--- config.mk ---
export PLATFORM = sky130hd
export DESIGN_NAME = vga_reg_commit_ctrl
export DESIGN_NICKNAME = d
export VERILOG_FILES = /design/src/rtl/vga_reg_commit_ctrl.sv
export SDC_FILE = /design/constraint.sdc
export NUM_CORES = 1
export LEC_CHECK = 0
export CAP_MARGIN = 0
export CORE_ASPECT_RATIO = 1.2
export CORE_MARGIN = 2
export CORE_UTILIZATION = 24
export CTS_BUF_LIST = sky130_fd_sc_hd__clkbuf_8
export DETAILED_ROUTE_END_ITERATION = 8
export MAX_ROUTING_LAYER = met4
export PLACE_DENSITY = 0.37
export SKIP_CTS_REPAIR_TIMING = 1
export SYNTH_ARGS = -nofsm -noshare
export SYNTH_HDL_FRONTEND = slang
export SYNTH_SLANG_ARGS = --single-unit
--- constraint.sdc ---
create_clock -name clk -period 8.5 [get_ports clk]
set_input_delay 1.275 -clock clk [delete_from_list [all_inputs] [get_ports clk]]
set_output_delay 1.275 -clock clk [all_outputs]
set_load 0.01 [all_outputs]
--- src/rtl/vga_reg_commit_ctrl.sv ---
// Frame-synchronous write scheduler: queues bus writes, drains them in vblank.
// Optional FRAME_LOCK_EN adds a local lock register at the all-ones address.
module vga_reg_commit_ctrl #(
    parameter int DEPTH   = 16,
    parameter int ADDR_W  = 9,
    parameter int DATA_W  = 32,
    parameter int VACTIVE = 480
) (
    input  logic                       clk,
    input  logic                       reset_n,
    input  logic                       chipselect,
    input  logic                       write,
    input  logic [ADDR_W-1:0]          address,
    input  logic [DATA_W-1:0]          writedata,
    output logic                       waitrequest,
    input  logic [9:0]                 vcount,
    output logic                       reg_we,
    output logic [ADDR_W-1:0]          reg_addr,
    output logic [DATA_W-1:0]          reg_wdata,
    output logic                       commit_done,
    output logic [$clog2(DEPTH):0]     pending
);

    localparam int PTR_W = $clog2(DEPTH);
    localparam int CNT_W = PTR_W + 1;
    localparam int ENT_W = ADDR_W + DATA_W;
    localparam logic [9:0] VSTART = 10'(VACTIVE);
    localparam logic [CNT_W-1:0] FULL_CNT = CNT_W'(DEPTH);
    localparam logic [CNT_W-1:0] ONE = CNT_W'(1);

    typedef enum logic [1:0] {
        IDLE,
        DRAIN,
        DONE
    } state_t;

    state_t state;
    state_t state_nx;

    logic [ENT_W-1:0] mem [DEPTH];
    logic [PTR_W-1:0] wr_ptr;
    logic [PTR_W-1:0] rd_ptr;
    logic [CNT_W-1:0] count;
    logic [CNT_W-1:0] remaining;

    logic vblank;
    logic vblank_q;
    logic vb_rise;
    logic full;
    logic wr_req;
    logic lock_hit;
    logic lock_q;
    logic push;
    logic pop;
    logic snap;
    logic done_set;

    assign vblank      = (vcount >= VSTART);
    assign vb_rise     = vblank & ~vblank_q;
    assign full        = (count == FULL_CNT);
    assign waitrequest = full;
    assign wr_req      = chipselect & write;
    assign pending     = count;

`ifdef FRAME_LOCK_EN
    assign lock_hit = wr_req & (address == {ADDR_W{1'b1}});

    // Lock register: completes like any other write, never queued.
    always_ff @(posedge clk or negedge reset_n) begin
        if (!reset_n) begin
            lock_q <= 1'b0;
        end else if (lock_hit && !full) begin
            lock_q <= writedata[0];
        end
    end
`else
    assign lock_hit = 1'b0;
    assign lock_q   = 1'b0;
`endif

    // A full FIFO stalls the master even if a pop frees a slot this cycle.
    assign push = wr_req & ~full & ~lock_hit;

    // Remember last cycle's vblank to find the start of blanking.
    always_ff @(posedge clk or negedge reset_n) begin
        if (!reset_n) begin
            vblank_q <= 1'b0;
        end else begin
            vblank_q <= vblank;
        end
    end

    // FIFO storage; contents are don't-care until written.
    always_ff @(posedge clk) begin
        if (push) begin
            mem[wr_ptr] <= {address, writedata};
        end
    end

    // FIFO pointers and occupancy; pointers wrap naturally at DEPTH.
    always_ff @(posedge clk or negedge reset_n) begin
        if (!reset_n) begin
            wr_ptr <= '0;
            rd_ptr <= '0;
            count  <= '0;
        end else begin
            if (push) begin
                wr_ptr <= wr_ptr + 1'b1;
            end
            if (pop) begin
                rd_ptr <= rd_ptr + 1'b1;
            end
            case ({push, pop})
                2'b10:   count <= count + ONE;
                2'b01:   count <= count - ONE;
                default: count <= count;
            endcase
        end
    end

    // State register.
    always_ff @(posedge clk or negedge reset_n) begin
        if (!reset_n) begin
            state <= IDLE;
        end else begin
            state <= state_nx;
        end
    end

    // Next state and per-cycle pop/snapshot/done decisions.
    always_comb begin
        state_nx = state;
        pop      = 1'b0;
        snap     = 1'b0;
        done_set = 1'b0;
        case (state)
            IDLE: begin
                if (vb_rise && !lock_q) begin
                    snap     = 1'b1;
                    state_nx = DRAIN;
                end
            end
            DRAIN: begin
                if (!vblank) begin
                    state_nx = IDLE;
                end else if (remaining != '0) begin
                    pop = 1'b1;
                end else begin
                    done_set = 1'b1;
                    state_nx = DONE;
                end
            end
            DONE: begin
                if (!vblank) begin
                    state_nx = IDLE;
                end
            end
            default: begin
                state_nx = IDLE;
            end
        endcase
    end

    // Only entries present at the vblank edge belong to this frame.
    always_ff @(posedge clk or negedge reset_n) begin
        if (!reset_n) begin
            remaining <= '0;
        end else if (snap) begin
            remaining <= count;
        end else if (pop) begin
            remaining <= remaining - ONE;
        end
    end

    // Registered register-file port and commit pulse.
    always_ff @(posedge clk or negedge reset_n) begin
        if (!reset_n) begin
            reg_we      <= 1'b0;
            reg_addr    <= '0;
            reg_wdata   <= '0;
            commit_done <= 1'b0;
        end else begin
            reg_we      <= pop;
            commit_done <= done_set;
            if (pop) begin
                {reg_addr, reg_wdata} <= mem[rd_ptr];
            end
        end
    end

endmodule
==> out/metrics.csv, run 1 <==
metric,value,unit
initial antenna violation count,7,
family with the most delay on the worst path,buffers and inverters,
Die Y,377,um
worst-path fanout max,30,
simple-gate share of the synthesized area,1.67,%
CP required,9220,ps
count of non-filler cells in the finished layout,3054,
status,"complete, no violations",
RSZ-0062 raised after global routing,false,
CP Buf/Inv Count,3,
Combinational Power Share,25.6,%
DR vias,13086,
Max Cap Violations,0,
Initial Util,24.2,%
Routed WL,72.2,mm
pwr/cell area,303,mW/mm^2
Layout area overhead,18.0,%
All-Layer GR Usage,12.7,%
Design Power,9.94,mW
async set-or-reset flop fraction in the synthesized netlist,8.89,%
Synth Area in Compound Gates,3.86,%
Vias/cell,4.28,
H-tree depth,3,
fmax,248,MHz
Placer Congestion,0.682,
largest family of logic cells by synthesized area,multiplexers,
Die X-Extent,315,um
CTS tree,done,
Mapped Area,0.0278,mm^2
Critical Path Max Stage Delay,540,ps
first-iteration detailed-routing DRC count,727,
layout cells sized above 1,27.5,%
I/O pins,104,
synth unique cells,49,
pin count of the biggest net entering global routing,96,
drt wl/cell,23.6,um
CTS Buf Count,120,
leading register cell type out of synthesis,edfxtp_1,
r2r setup slk,4810,ps
Seq pwr share,45.3,%
# clock sinks,720,
Mapped Cells,1246,
peak supply drop,0.268,mV
Synth Area per Inst,22.3,um^2
Core Area,0.115,mm^2
CP max stage cell,or3_1,
"top cells by area, synth","edfxtp_1, mux4_2, dfrtp_1",
skew final,48.2,ps
later-pin clock latency in the skew report,810,ps
worst-margin pin slew,906,ps
Synth Register Bits,720,
Longest Clk Path Bufs,3,
top cell type's share of synthesized area,70.9,%
first drt pass iteration count,5,
# port buffers,98,
crit path time final,4030,ps
syn nets,1312,
"CTS clk-pin slew, worst paths",60,ps
HP Class,input pin to asynchronous set/reset pin,
full die area,0.118,mm^2
CTS Root Cell,clkbuf_8,
crit-path most repeated cell,ha_1,
crit path capture type,flip-flop,
post-route setup TNS,0,ps
fin nets,1489,
Inst Count DP,2819,
Setup CP Type,input pin to flip-flop,
final setup margin,4470,ps
crit path cell chain,clkdlybuf4s50_1 > a41oi_4 > or3_1 > inv_4 > buf_4 > ha_1 > xor2_1 > ha_1 > o21a_1 > o21ai_0 > a22oi_1 > xnor2_1,
Critical Path AT,4750,ps
Internal Pwr Total,6.87,mW
drc violations,0,
Startpoint Class,input pin,
Post-synth EDFFs,656,
"count leader, synth",edfxtp_1,
switch share,30.9,%
global route overflow,0,
LEAKAGE,10.4,nW
yosys warns,0,
# rows,136,
dpl hpwl,36.1,mm
post-synthesis sequential area ratio,76.7,%
global-route wire length before repair,105,mm
Post-DRT Antenna Nets,0,
Rel. slew slack,39.6,%
most frequent cells after synthesis,"edfxtp_1, mux4_2, dfrtp_1",
fin. max-slew vios,0,
clock network fraction of total power,29.1,%
mux share of post-synthesis cell area,14.9,%
Final Hold Fails,0,
Synth area leader,edfxtp_1,
Synth Area in Adders,0.496,%
vias in the first global route,14561,
xor and xnor area share after synthesis,0.379,%
period utilization,47.5,%
Final setup violation count,0,
Place WS,3640,ps
Psw,3.07,mW
power groups by stage:
stage	registers [mW]	clock network [mW]	logic, mW
finish	4.50	2.89	2.55
CTS	4.53	3.03	2.64
floorplan	4.40	0	1.88
global route	4.55	3.16	2.78
detailed placement	4.59	0	2.63
global placement	4.59	0	2.62
layer usage:
layer	track usage, %	vias to the layer above	wire, um
li1	-	5638	-
met1	15.7	7088	31800
met2	20.6	253	35700
met3	3.09	107	3420
met4	3.98	0	1350
met5	-	-	0
cell type report:
cell class              count  area, um^2
fillers                 11316       81900
inverters                  17        66.3
diodes                      7        17.5
clock buffers             133        1830
repair buffers            130        1230
flip-flops and latches    720       21300
multi-input cells         434        5990
clock inverters            95         425
well taps                1518        1900
cells by family (layout without fill, tap and decap cells):
group           count (synthesis)  count (layout)
flops                         720             720
simple gates                   96              96
fa+ha+maj                      11              11
other cells                     0               7
mux                           207             207
compound gates                108             108
buf+inv                        92             375
xor+xnor                       12              12
path summary, 6_finish.rpt:
check,cells past startpoint,endpoint,from
hold reg to reg,1,remaining[0],remaining[0]
hold / removal,1,reg_wdata[26],reset_n
setup reg to reg,13,pending[4],remaining[0]
setup / recovery,12,pending[4],vcount[6]
min in group clk,1,remaining[0],remaining[0]
max in group asynchronous,2,rd_ptr[1],reset_n
through the flow:
stage                     instance area, um^2  utilization (%)  hold slack, ps
after floorplan                         27800                -             480
after global placement                  30500             26.6             515
after detailed placement                30500             26.6             521
after CTS                               32800             28.6             299
after global routing                    32800             28.6             350
final                                   32800             28.6             386
layout by cell type, fill, tap and decap left out, types with 4 or more instances in the layout:
cell               n
mux2i_1           41
clkinv_2           7
nor3_2             4
nand2_1            9
xnor2_1            8
edfxtp_1         656
nor4_2             4
inv_1             76
a221oi_2          41
nor2_4             4
nor2_2             6
a21oi_1            5
buf_4             32
clkbuf_8         133
clkdlybuf4s50_1   97
clkinv_1          19
diode_2            7
nor2_1            42
dfrtp_1           61
ha_1              11
xor2_1             4
and3_2             4
mux4_2           164
o21ai_0            5
o22ai_1           41
registers in the layout (all words and copies together), names as in the netlist, 2 cells and up:
signal,cells
mem,656
reg_wdata,32
reg_addr,9
pending,5
remaining,5
rd_ptr,4
wr_ptr,4
state,2
No activity file was read; power rests on OpenSTA's default activity.
==> inputs of run 2 (changes only) <==
==> constraint.sdc (replaced) <==
create_clock -name clk -period 4.15 [get_ports clk]
set_input_delay 0.6225 -clock clk [delete_from_list [all_inputs] [get_ports clk]]
set_output_delay 0.6225 -clock clk [all_outputs]
set_load 0.01 [all_outputs]
==> out/metrics.csv, run 2 (same netlist as run 1, synthesis figures left out) <==
metric,value,unit,change
status,"complete, no violations",,unchanged
fin nets,1502,,was 1489
Post-DRT Antenna Nets,0,,unchanged
Top Registers,"mem: 656 flops, reg_wdata: 32 flops, reg_addr: 9 flops",,unchanged
dpl hpwl,37.1,mm,was 36.1 mm
global route overflow,0,,unchanged
initial antenna violation count,6,,was 7
Max Cap Violations,0,,unchanged
worst-path fanout max,10,,was 30
CP Buf/Inv Count,1,,was 3
Design Power,20.8,mW,was 9.94 mW
worst-margin pin slew,937,ps,was 906 ps
CTS Root Cell,clkbuf_8,,unchanged
most flop-heavy register,mem,,unchanged
All-Layer GR Usage,12.8,%,was 12.7%
CTS Buf Count,121,,was 120
crit path capture type,output pin,,was flip-flop
global-route wire length before repair,105,mm,about the same
Final Hold Fails,0,,unchanged
later-pin clock latency in the skew report,790,ps,was 810 ps
# clock sinks,720,,unchanged
CP required,3530,ps,was 9220 ps
first drt pass iteration count,5,,unchanged
R2R depth,10,,was 13
Core Area,0.115,mm^2,unchanged
drc violations,0,,unchanged
LEAKAGE,10.6,nW,was 10.4 nW
period utilization,72.1,%,
Initial Util,24.2,%,unchanged
pin count of the biggest net entering global routing,63,,was 96
fin. max-slew vios,0,,unchanged
crit path to,waitrequest,,was pending[4]
vias in the first global route,14829,,was 14561
Vias/cell,4.31,,was 4.28
CP max stage cell,clkdlybuf4s50_1,,was or3_1
post-route setup TNS,0,ps,unchanged
Longest Clk Path Bufs,3,,unchanged
Die X-Extent,315,um,unchanged
skew final,46.6,ps,was 48.2 ps
Final setup violation count,0,,unchanged
# port buffers,98,,unchanged
fmax,334,MHz,
# rows,136,,unchanged
Critical Path Max Stage Delay,530,ps,was 540 ps
pwr/cell area,625,mW/mm^2,was 303 mW/mm^2
HP Class,input pin to asynchronous set/reset pin,,unchanged
"commonest non-fill, non-tap cell in the layout",edfxtp_1,,unchanged
WP depth,3,,was 12
first-iteration detailed-routing DRC count,848,,was 727
Routed WL,72.3,mm,was 72.2 mm
layout cells sized above 1,28.8,%,was 27.5%
Setup CP Type,flip-flop to output pin,,was input pin to flip-flop
crit path time final,2990,ps,
r2r setup slk,1180,ps,was 4810 ps
Critical path origin,pending[1],,was vcount[6]
H-tree depth,3,,unchanged
drt wl/cell,23.6,um,about the same
DR vias,13232,,was 13086
I/O pins,104,,unchanged
Die Y,377,um,unchanged
Layout area overhead,19.7,%,was 18.0%
peak supply drop,0.348,mV,was 0.268 mV
Placer Congestion,0.684,,was 0.682
"commonest cells after routing, fill and taps aside","edfxtp_1, mux4_2, clkbuf_8",,unchanged
full die area,0.118,mm^2,unchanged
Startpoint Class,flip-flop,,was input pin
Reg2Reg Capture Point,pending[4],,unchanged
max reg flops,656,,unchanged
family with the most delay on the worst path,simple AND/OR/NAND/NOR gates,,was buffers and inverters
RSZ-0062 raised after global routing,false,,unchanged
RR Startpoint,pending[1],,was remaining[0]
"CTS clk-pin slew, worst paths",60,ps,about the same
Rel. slew slack,37.5,%,was 39.6%
CTS tree,done,,unchanged
crit path cell chain,or3_1 > nor2_1 > clkdlybuf4s50_1,,was clkdlybuf4s50_1 > a41oi_4 > or3_1 > inv_4 > buf_4 > ha_1 > xor2_1 > ha_1 > o21a_1 > o21ai_0 > a22oi_1 > xnor2_1
Critical Path AT,2370,ps,was 4750 ps
-- run 2: cell types whose count changed in the layout (fill, tap and decap cells not counted), sizes merged --
cell	change
buf	+11
bufinv	+2
clkbuf	+5
clkinv	+14
clkinvlp	-2
dlygate4sd3	+1
inv	-18
-- run 2: power breakdown --
part           leakage [nW]  switching, mW  internal (mW)  total [mW]
clock network          1.39           2.93           3.23        6.16
logic                  2.52           2.82           2.65        5.47
registers              6.64          0.593           8.55        9.14
-- run 2: cell type report --
class                           count  area [um^2]
Antenna cell                        7         17.5
Clock inverter                     91          489
Timing Repair Buffer              142         1560
Clock buffer                      138         1900
Fill cell                       11336        81400
Multi-Input combinational cell    434         6000
Sequential cell                   720        21300
Tap cell                         1518         1900
Inverter                           17         66.3
-- run 2: how the worst min path moves through the flow --
stage                  from            to  slack [ps]  cells after the start
5_1_grt             reset_n      state[1]         430                      2
3_5_place_dp   remaining[0]  remaining[0]         520                      1
3_3_place_gp   remaining[0]  remaining[0]         520                      1
2_1_floorplan       reset_n   commit_done         330                      0
6_report            reset_n    pending[1]         440                      2
4_1_cts             reset_n      state[1]        -210                      1
-- run 2: metrics by stage --
stage               area [um^2]  hold WS [ps]  instances  worst slack (ps)  util [%]
floorplan                 27800           327       1246             -1450         -
global placement          30800           517       2830               739      26.9
detailed placement        30800           518       2830               750      26.9
CTS                       33200          -211       3059              1000      29.0
global route              33200           432       3067               914      29.0
finish                    33200           443       3067              1160      29.0
-- run 2: layer usage --
layer  vias to the layer above  wire length, um  global-route usage, %
met3                       115             3720                   3.19
met5                         -                0                      -
met1                      7177            31000                   15.7
li1                       5665                -                      -
met2                       275            36000                   20.8
met4                         0             1640                   4.16
==> inputs of run 3 (changes only) <==
==> constraint.sdc (replaced) <==
create_clock -name clk -period 3 [get_ports clk]
set_input_delay 0.45 -clock clk [delete_from_list [all_inputs] [get_ports clk]]
set_output_delay 0.45 -clock clk [all_outputs]
set_load 0.01 [all_outputs]
==> out/metrics.csv, run 3 (same netlist as run 1, synthesis figures left out) <==
metric,value,unit,change
fin util,29.2,%,was 29.0%
"CTS clk-pin slew, worst paths",60,ps,about the same
Final setup violation count,0,,unchanged
Rel. slew slack,47.2,%,was 37.5%
CTS Buf Count,116,,was 121
first drt pass iteration count,5,,unchanged
# clock sinks,720,,unchanged
dpl hpwl,38.7,mm,was 37.1 mm
vias in the first global route,14778,,was 14829
count of non-filler cells in the finished layout,3071,,was 3067
full die area,0.118,mm^2,unchanged
worst-path fanout max,4,,was 10
I/O pins,104,,unchanged
first-iteration detailed-routing DRC count,772,,was 848
Placer Congestion,0.689,,was 0.684
Final Hold Fails,0,,unchanged
drt wl/cell,23.9,um,was 23.6 um
initial antenna violation count,6,,unchanged
All-Layer GR Usage,13.0,%,was 12.8%
CP required,3700,ps,was 3530 ps
drc violations,0,,unchanged
Critical Path AT,3350,ps,was 2370 ps
Longest Clk Path Bufs,3,,unchanged
RSZ-0062 raised after global routing,false,,unchanged
Vias/cell,4.32,,was 4.31
Core Area,0.115,mm^2,unchanged
max reg flops,656,,unchanged
global route overflow,0,,unchanged
Post-DRT Antenna Nets,0,,unchanged
CTS Root Cell,clkbuf_8,,unchanged
period utilization,88.3,%,
fin nets,1515,,was 1502
DR vias,13255,,was 13232
Initial Util,24.2,%,unchanged
crit path time final,2650,ps,
Die Y,377,um,unchanged
Top Registers,"mem: 656 flops, reg_wdata: 32 flops, reg_addr: 9 flops",,unchanged
HP Class,input pin to asynchronous set/reset pin,,unchanged
"commonest cells after routing, fill and taps aside","edfxtp_1, mux4_2, clkbuf_8",,unchanged
Routed WL,73.4,mm,was 72.3 mm
CTS tree,done,,unchanged
skew final,28.3,ps,was 46.6 ps
later-pin clock latency in the skew report,790,ps,about the same
layout cells sized above 1,29.1,%,was 28.8%
"commonest non-fill, non-tap cell in the layout",edfxtp_1,,unchanged
R2R depth,12,,was 10
pin count of the biggest net entering global routing,53,,was 63
LEAKAGE,10.7,nW,was 10.6 nW
Reg2Reg Capture Point,pending[4],,unchanged
status,"complete, no violations",,unchanged
fin. max-slew vios,0,,unchanged
worst-margin pin slew,785,ps,was 937 ps
pwr/cell area,854,mW/mm^2,was 625 mW/mm^2
Max Cap Violations,0,,unchanged
Setup CP Type,flip-flop to flip-flop,,was flip-flop to output pin
Place WS,56.3,ps,was 750 ps
crit path capture type,flip-flop,,was output pin
Startpoint Class,flip-flop,,unchanged
Die X-Extent,315,um,unchanged
Layout area overhead,20.5,%,was 19.7%
fmax,378,MHz,
H-tree depth,3,,unchanged
final setup margin,351,ps,was 1160 ps
peak supply drop,0.529,mV,was 0.348 mV
global-route wire length before repair,106,mm,was 105 mm
worst hold slack,160,ps,was 443 ps
# port buffers,98,,unchanged
Inst Count DP,2848,,was 2830
r2r setup slk,350,ps,was 1180 ps
most flop-heavy register,mem,,unchanged
# rows,136,,unchanged
RR Startpoint,remaining[0],,was pending[1]
-- run 3: worst max-delay path by stage --
stage          slack [ps]    startpoint           to  depth (start not counted)
3_5_place_dp           60     vcount[5]   pending[4]                         11
2_1_floorplan        -870    pending[2]    mem[0][0]                          6
6_report              350  remaining[0]   pending[4]                         12
5_1_grt               110  remaining[0]   pending[4]                         12
3_3_place_gp           40     vcount[5]   pending[4]                         11
4_1_cts               230    pending[1]  waitrequest                          3
-- run 3: metrics by stage --
stage / area (um^2) / setup TNS [ps] / power [mW]
after floorplan: 27800 / -142690 / 17.8
after global placement: 31200 / 0 / 20.9
after detailed placement: 31200 / 0 / 21.0
after CTS: 33400 / 0 / 29.3
after global routing: 33500 / 0 / 30.1
final: 33500 / 0 / 28.6
-- run 3: per-layer routing --
metal	vias up	share of wire, %	global-route usage (%)
met4	0	2.3	4.40
li1	5678	-	-
met3	121	4.4	2.79
met5	-	0	-
met2	259	50	21.3
met1	7197	43	15.8
-- run 3: where the power goes --
part / total (mW) / switching [mW] / internal, mW
Combinational: 7.98 / 4.13 / 3.85
Clock: 8.09 / 3.96 / 4.14
Sequential: 12.5 / 0.679 / 11.8
-- run 3: worst max-delay path, cell delays in order (launching register included) --
cell and delay, ps:
dfrtp_1 380, inv_1 90, ha_1 250, nor4b_1 160
or3_1 440, inv_4 80, ha_1 240, xor2_1 170
ha_1 210, o21a_1 120, o21ai_0 70, a22oi_1 220
xnor2_1 150
-- run 3: layout make-up --
type / count / area [um^2]
diodes: 4 / 10.0
clock buffers: 134 / 1840
clock inverters: 84 / 375
fillers: 11270 / 81200
inverters: 17 / 66.3
multi-input cells: 434 / 6050
flip-flops and latches: 720 / 21300
well taps: 1518 / 1900
repair buffers: 160 / 1900
